**src/rtl/rail_monitor_sequencer.sv**
```systemverilog
// rtl/rail_monitor_sequencer.sv - ADC rail sampling, averaging, threshold check and debounced fault flags
module rail_monitor_sequencer #(
    parameter int SYSCLK_FREQ = 100_000_000,
    parameter int NUMADCS     = 5,
    parameter int SAMPLE_DIV  = SYSCLK_FREQ / 10_000,
    parameter int AVG_LOG2    = 2,
    parameter int DEBOUNCE    = 3,
    parameter int TIMEOUT_CYC = 256
) (
    input  logic                    sclk,
    input  logic                    rstn,
    input  logic                    enable,
    input  logic                    clr_flags,
    output logic                    adc_start,
    input  logic                    adc_done,
    input  logic [NUMADCS-1:0][7:0] adc_data,
    input  logic [NUMADCS-1:0][7:0] low_thresh,
    input  logic [NUMADCS-1:0][7:0] high_thresh,
    output logic [NUMADCS-1:0][7:0] avg_data,
    output logic                    avg_valid,
    output logic [NUMADCS-1:0]      fault,
    output logic                    any_fault,
    output logic                    adc_timeout,
    output logic                    overrun
);

    localparam int AW = 8 + AVG_LOG2;
    localparam int CW = AVG_LOG2 + 1;
    localparam int PW = $clog2(SAMPLE_DIV);
    localparam int TW = $clog2(TIMEOUT_CYC + 1);

    typedef enum logic [1:0] {IDLE, WAIT, AVG, CHECK} state_t;

    state_t              state, state_nx;
    logic [PW-1:0]       period_cnt;
    logic [TW-1:0]       tmo_cnt;
    logic [CW-1:0]       sample_cnt;
    logic [AW-1:0]       acc    [NUMADCS];
    logic [3:0]          db_cnt [NUMADCS];
    logic [3:0]          db_nx  [NUMADCS];
    logic [NUMADCS-1:0]  fault_nx;
    logic                tick;
    logic                last_sample;
    logic                tmo_hit;
    logic                start_nx;
    logic                take_sample;
    logic                timeout_set;
    logic                overrun_set;

    assign tick        = enable && (period_cnt == PW'(SAMPLE_DIV - 1));
    assign last_sample = (sample_cnt + 1'b1) == CW'(1 << AVG_LOG2);
    assign tmo_hit     = (tmo_cnt == TW'(TIMEOUT_CYC - 1));
    assign overrun_set = tick && (state != IDLE);

    always_comb begin
        state_nx    = state;
        start_nx    = 1'b0;
        take_sample = 1'b0;
        timeout_set = 1'b0;
        if (!enable) begin
            state_nx = IDLE;
        end else begin
            case (state)
                IDLE: begin
                    if (tick) begin
                        start_nx = 1'b1;
                        state_nx = WAIT;
                    end
                end
                WAIT: begin
                    if (adc_done) begin
                        take_sample = 1'b1;
                        state_nx    = last_sample ? AVG : IDLE;
                    end else if (tmo_hit) begin
                        timeout_set = 1'b1;
                        state_nx    = IDLE;
                    end
                end
                AVG:     state_nx = CHECK;
                CHECK:   state_nx = IDLE;
                default: state_nx = IDLE;
            endcase
        end
    end

    // Hysteresis: a channel only flips after DEBOUNCE consecutive disagreeing averages.
    always_comb begin
        fault_nx = fault;
        db_nx    = db_cnt;
        if (enable && state == CHECK) begin
            for (int i = 0; i < NUMADCS; i++) begin
                if (((avg_data[i] < low_thresh[i]) || (avg_data[i] > high_thresh[i])) != fault[i]) begin
                    if (db_cnt[i] == 4'(DEBOUNCE - 1)) begin
                        fault_nx[i] = ~fault[i];
                        db_nx[i]    = 4'd0;
                    end else begin
                        db_nx[i] = db_cnt[i] + 4'd1;
                    end
                end else begin
                    db_nx[i] = 4'd0;
                end
            end
        end
    end

    always_ff @(posedge sclk or negedge rstn) begin
        if (!rstn) begin
            state <= IDLE;
        end else begin
            state <= state_nx;
        end
    end

    always_ff @(posedge sclk or negedge rstn) begin
        if (!rstn) begin
            period_cnt  <= '0;
            tmo_cnt     <= '0;
            sample_cnt  <= '0;
            adc_start   <= 1'b0;
            avg_valid   <= 1'b0;
            adc_timeout <= 1'b0;
            overrun     <= 1'b0;
            fault       <= '0;
            any_fault   <= 1'b0;
            avg_data    <= '0;
            for (int i = 0; i < NUMADCS; i++) begin
                acc[i]    <= '0;
                db_cnt[i] <= '0;
            end
        end else begin
            period_cnt <= (!enable || tick) ? '0 : period_cnt + 1'b1;
            tmo_cnt    <= (state == WAIT && state_nx == WAIT) ? tmo_cnt + 1'b1 : '0;
            adc_start  <= start_nx;
            avg_valid  <= enable && (state == AVG);

            if (!enable || state == AVG) begin
                sample_cnt <= '0;
            end else if (take_sample) begin
                sample_cnt <= sample_cnt + 1'b1;
            end

            // Set takes priority over a coincident clear.
            if (timeout_set) begin
                adc_timeout <= 1'b1;
            end else if (clr_flags) begin
                adc_timeout <= 1'b0;
            end
            if (overrun_set) begin
                overrun <= 1'b1;
            end else if (clr_flags) begin
                overrun <= 1'b0;
            end

            for (int i = 0; i < NUMADCS; i++) begin
                if (!enable || state == AVG) begin
                    acc[i] <= '0;
                end else if (take_sample) begin
                    acc[i] <= acc[i] + AW'(adc_data[i]);
                end
                if (enable && state == AVG) begin
                    avg_data[i] <= acc[i][AW-1 -: 8];
                end
                db_cnt[i] <= db_nx[i];
            end
            fault     <= fault_nx;
            any_fault <= |fault_nx;
        end
    end

endmodule
```
**config.mk**
```make
export PLATFORM = sky130hd
export DESIGN_NAME = rail_monitor_sequencer
export DESIGN_NICKNAME = d
export VERILOG_FILES = /design/src/rtl/rail_monitor_sequencer.sv
export SDC_FILE = /design/constraint.sdc
export NUM_CORES = 1
export LEC_CHECK = 0
export ABC_AREA = 1
export BUFFER_PORTS_ARGS = -buffer_cell sky130_fd_sc_hd__buf_2
export CAP_MARGIN = 20
export CORE_MARGIN = 1
export CORE_UTILIZATION = 40
export CTS_CLUSTER_DIAMETER = 30
export CTS_CLUSTER_SIZE = 30
export DETAILED_ROUTE_END_ITERATION = 8
export PLACE_DENSITY = 0.63
export SETUP_SLACK_MARGIN = 0.2
export SYNTH_ARGS = -nofsm -noshare
export SYNTH_HDL_FRONTEND = slang
export SYNTH_SLANG_ARGS = --single-unit
```
**constraint.sdc**
```tcl
create_clock -name sclk -period 3.54 [get_ports sclk]
set_input_delay 0.177 -clock sclk [delete_from_list [all_inputs] [get_ports sclk]]
set_output_delay 0.177 -clock sclk [all_outputs]
set_load 0.02 [all_outputs]
```
-- Word level (Yosys, flattened, before mapping)
Index checks and enable logic that the tools add are counted.
- register bits: 148
- latch bits: 0
- memory bits (writable): 0
- memory bits (read-only): 0
- output and inout port bits: 50
- logic and storage cells: 143
- memories: 0
- add/sub/neg operators: 13
- multiply operators: 0
- div/mod/pow operators: 0
- magnitude comparators: 10
- equal/unequal tests: 17
- shifts and indexed selects: 0
- muxes and demuxes: 54
- bitwise gates (word level): 5
- reductions and logical operators: 19
- operators by type and width (cell ; number):
    $mux W10 ; 10
    $add A10 B8 Y10 ; 5
    $gt A8 B8 Y1 ; 5
    $lt A8 B8 Y1 ; 5
    $mux W4 ; 10
    $mux W1 ; 23
    $add A4 B1 Y4 const B ; 5
    $eq A4 B2 Y1 const B ; 5
    $add A14 B1 Y14 const B ; 1
    $eq A14 B14 Y1 const B ; 1
    $mux W14 ; 1
    $mux W2 ; 5
    $add A9 B1 Y9 const B ; 1
    $eq A9 B8 Y1 const B ; 1
    $mux W9 ; 1
    $pmux W2 S4 ; 1
    $reduce_bool A2 Y1 ; 4
    $logic_or A1 B1 Y1 ; 7
    $mux W3 ; 2
    $logic_and A1 B1 Y1 ; 5
    $mux W5 ; 1
    $ne A1 B1 Y1 ; 5
    $not A1 Y1 ; 5
    $reduce_or A5 Y1 ; 1
    6 further kinds ; 8

-- Logic depth before layout (Yosys ltp)
Gate-level depths: netlist of run 1.
- depth after elaboration: 9
- gate-level depth with buffers: 15

-- Least setup slack after synthesis of run 1
Ideal clock, no wire load.
- path kind: register to register
- start: reg tmo_cnt[0]
- end: reg tmo_cnt[7]
- data arrival time: 1743 ps
- data required time: 3476 ps
- setup slack: 1732 ps
- stages on the path, launching flop included: 13
- buffers on the path: 0
- period minus slack after synthesis: 1808 ps
- cell sequence: dfrtp_1 > ha_1 > nand2_1 > nor2_1 > inv_1 > nor2_1 > nand3_1 > nor2_1 > ha_1 > nor2_1 > nand4_1 > a21oi_1 > o21a_1
- word-level cells in the longest chain between the ends: 8
- elaborated cells between the ends (all ways): 9
- RTL lines (item ; RTL line ; text):
    start, declared ; 36 ; logic [TW-1:0] tmo_cnt;
    start signal, assigned ; 132 ; tmo_cnt <= (state == WAIT && state_nx == WAIT) ? tmo_cnt + 1'b1 : '0;
    $eq A9 B8 Y1 ; 52 ; assign tmo_hit = (tmo_cnt == TW'(TIMEOUT_CYC - 1));
    $mux W2 ; 74 ; end else if (tmo_hit) begin
    $mux W2 ; 71 ; if (adc_done) begin
    $pmux W2 S4 ; 63 ; case (state)
    $mux W2 ; 60 ; if (!enable) begin
    $eq A2 B1 Y1 ; 132 ;
    $logic_and A1 B1 Y1 ; 132 ;
    $mux W9 * ; 132 ;
Every way passes the cells marked *; elsewhere a longest branch is shown, timed or not.
A chain may end at the register's enable or synchronous reset.

-- Worst setup path after layout of run 1
- start: reg state[1]
- end: reg db_cnt[11] (netlist name)
- word-level cells in the longest chain between the ends: 2
- RTL lines (item ; RTL line ; text):
    start, declared ; 34 ; state_t state, state_nx;
    start signal, assigned ; 110 ; state <= state_nx;
    $eq A2 B2 Y1 ; 90 ; if (enable && state == CHECK) begin
    $logic_and A1 B1 Y1 ; 90 ;
    end signal, assigned by index ; 163 ; db_cnt[i] <= db_nx[i];
    end, declared ; 39 ; logic [3:0] db_cnt [NUMADCS];
Every way passes these cells.

==> out/results.txt, run 1 <==
CTS resizes = 0
Clock root buffer = clkbuf_16
First-pass GRT wire length = 39300 um
Reg2reg end = db_cnt[11]$_DFFE_PN0P_
Crit. End Element = flip-flop
Min Clock Period, post-route = 2250 ps
Drt pass-1 iters = 5
Multi-input logic area = 0.00541 sq mm
Largest fanout on the critical path = 27
Min-Delay Path Class = in2reg
Port bufs = 174
Post-synth EDFFs = 0
Clk pin slew, worst setup/hold paths = 60 ps
WP data required = 3870 ps
Core Region = 0.0243 sq mm
Fin crit share = 0.636
Reg-to-reg setup timing slack = 1290 ps
Min Hold Slack = 26.6 ps
Final setup viols = 0
MaxCap Viol Count = 0
Max-slew headroom = 0.396
Least-Margin Pin Slew = 906 ps
RSZ-0062 raised after global routing = no
Post-DRT Antenna Nets = 0
Critical R2R Launch = state[1]$_DFF_PN0_
Synth unique cells = 40
Max frequency = 0.444 GHz
Mapped Cells = 1235
Place WS = 1280 ps
Kind of critical path = reg2reg
Vias in the first global route = 8231
DPL Wire Length = 17600 um
Top FF cell, synth = dfrtp_1
Setup total negative slack = 0 ps
Syn avg cell area = 8.05 sq um
Post-synthesis register bit count = 148
Fraction of layout cells with a size suffix above 1 = 0.171
Post-CTS Repair Setup Buffers = 0
Sequential fraction of the synthesis area = 0.372
Starting Density = 0.409
Residual DRC count = 0
VDD IR max = 0.294 mV
WL final = 23100 um
Post-Syn Area = 0.00994 sq mm
Startpoint types = flip-flop
Synth area leaders = dfrtp_1, ha_1, nand2_1
Endpoints failing hold = 0
Fillers = 2355
Worst R2R Path Depth = 6
FFs w/ async S/R, synth = 1.00
Total gr overflow = 0
Max clock buf depth = 2
Leak = 6.60 nW
Num CTS Buffers = 17
Crit path to = db_cnt[11]$_DFFE_PN0P_
Count leader, synth = nand2_1
Routed vias/inst = 4.91
PwrDens = 348 mW/mm^2
Most area-hungry cell type in the Yosys netlist = dfrtp_1
Clock Sinks = 148
Clock skew = 8.02 ps
CTS tree = done
Final WS setup = 1290 ps
WL per Instance = 13.2 um
Die Area = 0.0255 sq mm
CP Launch Point = state[1]$_DFF_PN0_
Area share of the largest cell type after synthesis = 0.372
Final #Nets = 1669
Die height = 160 um
Synth top cells by count = nand2_1, inv_1, dfrtp_1, ha_1, nor2_1
Standard-cell rows = 57
Clock latency on the worst-skew pair = 430 ps
Total number of vias = 8577
Overall Global Routing Usage = 0.191
Pins Over Slew Limit = 0
Syn-to-layout area delta = 18.0%
Initial antenna violation count = 2
Ys Warns = 0
Run status = finished clean
Syn Nets = 1495
DRT iter0 DRCs = 454
Die X = 160 um
Placer Congestion = 0.813
Largest net degree at the start of global routing = 96
Htree depth = 4
WP data arrival = 2580 ps
FF+latch area = 0.00370 sq mm
Top Ports = 175
Post-CTS Hold Buffers = 2
metrics by stage:
step           instances  area [sq um]  utilization  power, mW
5_1_grt             1748         11700        0.482       4.28
4_1_cts             1746         11700        0.482       4.13
2_1_floorplan       1235          9940            -       2.09
6_report            1748         11700        0.482       4.08
3_5_place_dp        1712         11100        0.457       2.31
3_3_place_gp        1712         11100        0.457       2.30
sequential cells by signal, indices dropped and copies added, names as in the netlist:
register / flops
state: 2
tmo_cnt: 9
db_cnt: 20
overrun: 1
acc: 50
avg_data: 40
avg_valid: 1
sample_cnt: 3
adc_start: 1
adc_timeout: 1
any_fault: 1
period_cnt: 14
fault: 5
final cells by class:
type / count / area share
repair buffers: 181 / 0.0807
clock inverters: 3 / 0.00554
well taps: 324 / 0.0345
clock buffers: 29 / 0.0444
multi-input cells: 880 / 0.461
diodes: 2 / 0.000427
flip-flops and latches: 148 / 0.316
inverters: 181 / 0.0581
critical path, stage by stage, from the launching register on:
cell and delay (ps):
dfrtp_1 520, nand3_2 550, inv_1 560, nand2_1 200, nor2_1 140, nand3_1 80, o21ai_0 90
placed cells by master (no fill, tap or decap), types with 7 or more instances in the layout:
cell type	n
mux2_2	22
a21o_1	9
inv_1	177
o21ai_0	34
dfrtp_1	148
nand2_1	268
o21a_1	11
clkbuf_16	17
o21ai_1	17
a21oi_1	96
o21bai_1	9
nand3_1	102
nand4_1	10
nor3b_1	7
nor2_1	104
clkbuf_1	7
ha_1	130
buf_2	173
xnor2_1	11
worst min path at each step:
stage | start | end | cells past startpoint
final | adc_done | adc_timeout$_DFFE_PN0P_ | 2
after CTS | adc_done | adc_timeout$_DFFE_PN0P_ | 2
after floorplan | rstn | acc[0]$_DFFE_PN0P_ | 0
after global routing | adc_done | adc_timeout$_DFFE_PN0P_ | 2
after global placement | rstn | avg_data[30]$_DFFE_PN0P_ | 1
after detailed placement | rstn | avg_data[30]$_DFFE_PN0P_ | 1
report_power, final:
group,internal (mW),switching (mW)
clock network,1.13,0.671
logic,0.202,0.303
registers,1.73,0.0445
metal layers:
layer  routed length, um  vias to the layer above  track usage
li1                    -                     4415            -
met1               11300                     3982        0.261
met2               10500                      157        0.307
met3                 955                       23       0.0358
met4                 351                        0       0.0542
met5                   0                        -            0
kinds of logic (layout without fill, tap and decap cells):
| group | Yosys count | in the layout | share of synthesized area |
|---|---|---|---|
| other | 0 | 2 | 0 |
| AO/OA/AOI/OAI | 195 | 195 | 0.111 |
| XOR/XNOR | 17 | 17 | 0.0150 |
| flip-flops | 148 | 148 | 0.372 |
| buffers and inverters | 207 | 394 | 0.0848 |
| multiplexers | 22 | 22 | 0.0249 |
| adder cells (fa/ha/maj) | 135 | 135 | 0.174 |
| AND/OR/NAND/NOR | 511 | 511 | 0.219 |
Note: power is estimated with default switching activity, not from simulation.
==> inputs of run 2 (changes only) <==
--- a/config.mk
+++ b/config.mk
@@ -13,7 +13,7 @@
 export CTS_CLUSTER_DIAMETER = 30
 export CTS_CLUSTER_SIZE = 30
 export DETAILED_ROUTE_END_ITERATION = 8
-export PLACE_DENSITY = 0.63
+export PLACE_DENSITY = 0.66
 export SETUP_SLACK_MARGIN = 0.2
 export SYNTH_ARGS = -nofsm -noshare
 export SYNTH_HDL_FRONTEND = slang
==> constraint.sdc (replaced) <==
create_clock -name sclk -period 1.9 [get_ports sclk]
set_input_delay 0.095 -clock sclk [delete_from_list [all_inputs] [get_ports sclk]]
set_output_delay 0.095 -clock sclk [all_outputs]
set_load 0.02 [all_outputs]
==> run 2 against run 1 <==
- utilization increased by 5.5 points
- non-clock buffer count increased by 48
- clock power increased by 99%
- worst hold slack improved by 4.9 ps
- clock skew increased by 2.0 ps
- combinational power increased by 130%
==> out/results.txt, run 2 (synthesis results as in run 1) <==
Max clock buf depth = 2
Clock Sinks = 148
Core Region = 0.0243 sq mm
M1 WL = 11700 um
Met3 wire len = 935 um
Final WS setup = 82.0 ps
Pins Over Slew Limit = 0
Sw Share = 0.252
Clock skew = 10.0 ps
Overall Global Routing Usage = 0.195
Total gr overflow = 0
Die Area = 0.0255 sq mm
Setup total negative slack = 0 ps
Min-Delay Path Class = in2reg
Top Ports = 175
PwrDens = 614 mW/mm^2
Fraction of layout cells with a size suffix above 1 = 0.310
Largest fanout on the critical path = 3
Starting Density = 0.409
RSZ-0062 raised after global routing = yes
Worst-path cell chain = ha_2, nand2_2, nor2_1, inv_1, nor2_2, nand3_1, nor2_1, ha_2, nor2_2, nand4_1, buf_4, nor3b_2
Flop pwr share = 0.411
Clock latency on the worst-skew pair = 420 ps
Most frequent cells in the layout = nand2_1, buf_2, inv_1, dfrtp_1, nor2_1
Final #Nets = 1718
Fin crit share = 0.957
Biggest register = acc
Largest net degree at the start of global routing = 61
Kind of critical path = reg2reg
Run status = finished clean
WP data required = 2250 ps
Routed vias/inst = 4.96
Clk pin slew, worst setup/hold paths = 60 ps
VDD IR max = 0.550 mV
MaxCap Viol Count = 0
CP max-delay cell = dfrtp_1
Most common cell after layout, fill and taps aside = nand2_1
Place WS = 43.2 ps
Placer Congestion = 0.842
CTS tree = done
Top Layer Used = met5
WP data arrival = 2170 ps
Combinational share of power = 0.142
Post-DRT Antenna Nets = 0
Leak = 6.83 nW
Residual DRC count = 0
Clock root buffer = clkbuf_16
Total number of vias = 8900
Crit. End Element = flip-flop
Max-slew headroom = 0.665
DRT iter0 DRCs = 425
WL met2 = 12300 um
Die height = 160 um
Port bufs = 174
Endpoints failing hold = 0
Vias in the first global route = 8545
Startpoint types = flip-flop
Num CTS Buffers = 17
Post-layout util = 0.538
WL final = 25200 um
Max frequency = 0.550 GHz
Standard-cell rows = 57
Total chip power = 8.03 mW
Drt pass-1 iters = 5
WL per Instance = 14.0 um
Syn-to-layout area delta = 31.5%
First-pass GRT wire length = 40200 um
Initial antenna violation count = 3
Max stage delay on crit path = 390 ps
DPL Wire Length = 18200 um
Htree depth = 4
Psw = 2.03 mW
Power Internal = 6.00 mW
Least-Margin Pin Slew = 502 ps
Min Clock Period, post-route = 1820 ps
Final setup viols = 0
Largest regs = acc: 50 flops, avg_data: 40 flops, db_cnt: 20 flops
Die X = 160 um
Max FFs per register = 50
Clock power share = 0.447
-- run 2: cell count changes in the layout (fill, tap and decap cells not counted), moves of 15 or more --
cell | previous run | this run
nand3_1 | 102 | 75
nand3_2 | 1 | 26
o21ai_0 | 34 | 19
buf_4 | 4 | 43
nand2_1 | 268 | 227
ha_4 | 0 | 32
ha_1 | 130 | 93
nand2_2 | 2 | 39
-- run 2: path summary, 6_finish.rpt --
| kind | start | endpoint | slack [ps] | cells past startpoint |
|---|---|---|---|---|
| setup / recovery | tmo_cnt[1]$_DFF_PN0_ | tmo_cnt[4]$_DFF_PN0_ | 80 | 12 |
| hold / removal | adc_data[0] | acc[40]$_DFFE_PN0P_ | 30 | 4 |
| setup reg to reg | tmo_cnt[1]$_DFF_PN0_ | tmo_cnt[4]$_DFF_PN0_ | 80 | 12 |
| hold reg to reg | sample_cnt[0]$_DFFE_PN0P_ | sample_cnt[0]$_DFFE_PN0P_ | 480 | 1 |
| max in group asynchronous | rstn | avg_data[6]$_DFFE_PN0P_ | 1060 | 3 |
| min in group asynchronous | rstn | acc[16]$_DFFE_PN0P_ | 200 | 2 |
-- run 2: worst max-delay path: cells and delay by family, from the launching register on --
family	cells	cell delay [ps]
buffers and inverters	2	270
flip-flops	1	390
adder cells (fa/ha/maj)	2	390
AND/OR/NAND/NOR	8	680
-- run 2: what timing repair did --
item,in CTS,in global routing
gates resized for setup,43,153
pin swaps,10,44
cloned,0,1
endpoints found under the hold margin,52,0
setup buffers,10,21
endpoints found under the setup margin,41,58
hold buffers,5,0
-- run 2: layout make-up --
cell class	instances	area [sq um]
Antenna cell	2	5.00
Multi-Input combinational cell	880	6250
Clock buffer	23	478
Fill cell	2211	11200
Clock inverter	8	148
Tap cell	324	405
Timing Repair inverter	1	5.00
Timing Repair Buffer	229	1370
Sequential cell	148	3720
Inverter	181	691
-- run 2: stage by stage --
step	cell area [sq um]	hold WS, ps	std cells
finish	13100	31.5	1796
global route	13100	35.7	1795
CTS	12200	19.4	1772
detailed placement	11300	77.7	1726
global placement	11300	76.7	1726
floorplan	9950	-201	1235
-- run 2: power groups by stage --
stage	sequential (mW)	combinational (mW)	clock [mW]
after floorplan	3.40	0.491	0
after global routing	3.31	1.30	3.80
after CTS	3.29	0.998	3.66
after detailed placement	3.35	0.975	0
after global placement	3.35	0.952	0
final	3.30	1.14	3.59
-- run 2: routing by layer --
metal  track usage  vias to the layer above
met3        0.0353                       28
met1         0.254                     4194
met2         0.332                      168
li1              -                     4508
met5             0                        -
met4        0.0533                        2
==> inputs of run 3 (changes only) <==
--- a/config.mk
+++ b/config.mk
@@ -13,7 +13,7 @@
 export CTS_CLUSTER_DIAMETER = 30
 export CTS_CLUSTER_SIZE = 30
 export DETAILED_ROUTE_END_ITERATION = 8
-export PLACE_DENSITY = 0.66
+export PLACE_DENSITY = 0.63
 export SETUP_SLACK_MARGIN = 0.2
 export SYNTH_ARGS = -nofsm -noshare
 export SYNTH_HDL_FRONTEND = slang
==> constraint.sdc (replaced) <==
create_clock -name sclk -period 2 [get_ports sclk]
set_input_delay 0.1 -clock sclk [delete_from_list [all_inputs] [get_ports sclk]]
set_output_delay 0.1 -clock sclk [all_outputs]
set_load 0.02 [all_outputs]
==> run 3 against run 2 <==
- clock power decreased by 4%
- critical path type unchanged
- routed wire length decreased by 4.5%
- non-clock buffer count decreased by 19
- fmax increased by 0.96%
- die area unchanged
- highest routed layer unchanged
- critical path depth increased by 1
- utilization decreased by 2.7 points
==> out/results.txt, run 3 (synthesis results as in run 1) <==
Least-Margin Pin Slew = 538 ps
WP data required = 2320 ps
DP Area = 0.0113 sq mm
Port bufs = 174
Max frequency = 0.555 GHz
Largest net degree at the start of global routing = 61
Clock skew = 10.6 ps
Max clock buf depth = 2
Critical R2R Launch = tmo_cnt[0]$_DFF_PN0_
MaxCap Viol Count = 0
VDD IR max = 0.479 mV
Worst R2R Path Depth = 13
CP delay by family, top = simple AND/OR/NAND/NOR gates
Hold Path End = acc[40]$_DFFE_PN0P_
Min Clock Period, post-route = 1800 ps
Post-DRT Antenna Nets = 0
PwrDens = 607 mW/mm^2
Reg-to-reg setup timing slack = 200 ps
Fin crit share = 0.900
Biggest register = acc
Clock Sinks = 148
Largest regs = acc: 50 flops, avg_data: 40 flops, db_cnt: 20 flops
Die Area = 0.0255 sq mm
Post-route non-filler standard cell count = 1776
Hold Crit Depth = 4
CP max-delay cell = dfrtp_1
Clock latency on the worst-skew pair = 420 ps
Num CTS Buffers = 17
Total gr overflow = 0
FF+latch area = 0.00371 sq mm
Crit. End Element = flip-flop
WL final = 24100 um
Die X = 160 um
First-pass GRT wire length = 39600 um
# placed instances = 1726
Routed vias/inst = 4.88
Setup total negative slack = 0 ps
Hold_sp = adc_data[0]
Post-route cell area = 0.0124 sq mm
Fillers = 2303
Clk pin slew, worst setup/hold paths = 60 ps
Final setup viols = 0
Final #Nets = 1698
Total chip power = 7.53 mW
Syn-to-layout area delta = 24.8%
Startpoint types = flip-flop
Worst-path cell chain = ha_2, nand2_2, nor2_1, inv_1, nor2_2, nand3_2, nor2_2, ha_2, nor2_2, nand4_1, buf_6, a21oi_2, o21a_1
WL per Instance = 13.6 um
Residual DRC count = 0
Min-Delay Path Class = in2reg
Drt pass-1 iters = 5
Total number of vias = 8660
DPL Wire Length = 18000 um
Pins Over Slew Limit = 0
Endpoints failing hold = 0
Die height = 160 um
Max FFs per register = 50
Initial antenna violation count = 3
CP bufs+invs = 2
Placer Congestion = 0.848
Kind of critical path = reg2reg
Starting Density = 0.409
Max-slew headroom = 0.641
Min Hold Slack = 44.9 ps
CTS tree = done
Fraction of layout cells with a size suffix above 1 = 0.245
Core Region = 0.0243 sq mm
RSZ-0062 raised after global routing = yes
Overall Global Routing Usage = 0.192
Multi-input logic area = 0.00578 sq mm
Largest fanout on the critical path = 5
Run status = finished clean
Max stage delay on crit path = 370 ps
Standard-cell rows = 57
Clock root buffer = clkbuf_16
Most common cell after layout, fill and taps aside = nand2_1
Top Ports = 175
Worst path most repeated cell = nor2_2
DRT iter0 DRCs = 334
Vias in the first global route = 8266
Reg2reg end = tmo_cnt[7]$_DFF_PN0_
WP data arrival = 2120 ps
Most frequent cells in the layout = nand2_1, inv_1, buf_2, dfrtp_1, ha_1
Htree depth = 4
Leak = 6.73 nW
[run 3: cell count changes in the layout (fill, tap and decap cells not counted), sizes merged]
cell / change
buf: -18
clkbuf: -2
clkinv: +1
clkinvlp: +1
diode: -1
dlygate4sd3: -1
[run 3: timing repair]
item | 4_1_cts | 5_1_grt
hold endpoints to repair | 51 | 0
gates resized for setup | 6 | 87
pin swaps | 0 | 14
endpoints found under the setup margin | 8 | 53
cloned | 0 | 1
setup buffers | 0 | 12
hold buffers | 4 | 0
[run 3: metal layers]
metal / track usage / vias to the layer above / wire length [um]
li1: - / 4473 / -
met1: 0.262 / 4011 / 11700
met2: 0.313 / 153 / 11200
met3: 0.0421 / 19 / 1050
met4: 0.0398 / 4 / 173
met5: 0 / - / 23
[run 3: final cells by class]
| cell class | count | share of cell area |
|---|---|---|
| Antenna cell | 1 | 0.000202 |
| Clock buffer | 21 | 0.0371 |
| Clock inverter | 11 | 0.0141 |
| Inverter | 181 | 0.0554 |
| Multi-Input combinational cell | 880 | 0.465 |
| Sequential cell | 148 | 0.299 |
| Tap cell | 324 | 0.0327 |
| Timing Repair Buffer | 210 | 0.0964 |
[run 3: per-stage QoR]
| step | utilization | setup slack (ps) |
|---|---|---|
| global placement | 0.463 | 202 |
| detailed placement | 0.463 | 159 |
| global route | 0.510 | 79.5 |
| finish | 0.510 | 199 |
| CTS | 0.491 | 169 |
| floorplan | - | 218 |
[run 3: how the worst max path moves through the flow]
stage               depth (start not counted)                  from                    to  slack, ps
floorplan                                  12  tmo_cnt[0]$_DFF_PN0_  tmo_cnt[7]$_DFF_PN0_        220
global placement                           13  tmo_cnt[0]$_DFF_PN0_  tmo_cnt[7]$_DFF_PN0_        200
detailed placement                         13  tmo_cnt[0]$_DFF_PN0_  tmo_cnt[7]$_DFF_PN0_        160
CTS                                        13  tmo_cnt[0]$_DFF_PN0_  tmo_cnt[7]$_DFF_PN0_        170
global route                               13  tmo_cnt[0]$_DFF_PN0_  tmo_cnt[7]$_DFF_PN0_         80
finish                                     13  tmo_cnt[0]$_DFF_PN0_  tmo_cnt[7]$_DFF_PN0_        200
[run 3: worst register-to-register path: cells and delay by family, from the launching register on]
family                   cells  cell delay, ps
AND/OR/NAND/NOR              7             620
adder cells (fa/ha/maj)      2             370
AO/OA/AOI/OAI                2             120
flip-flops                   1             370
buffers and inverters        2             200
[run 3: power by group]
part	switching (mW)	internal (mW)	total (mW)
Sequential	0.0740	3.06	3.13
Clock	1.27	2.16	3.43
Combinational	0.573	0.400	0.973
Total	1.91	5.62	7.53
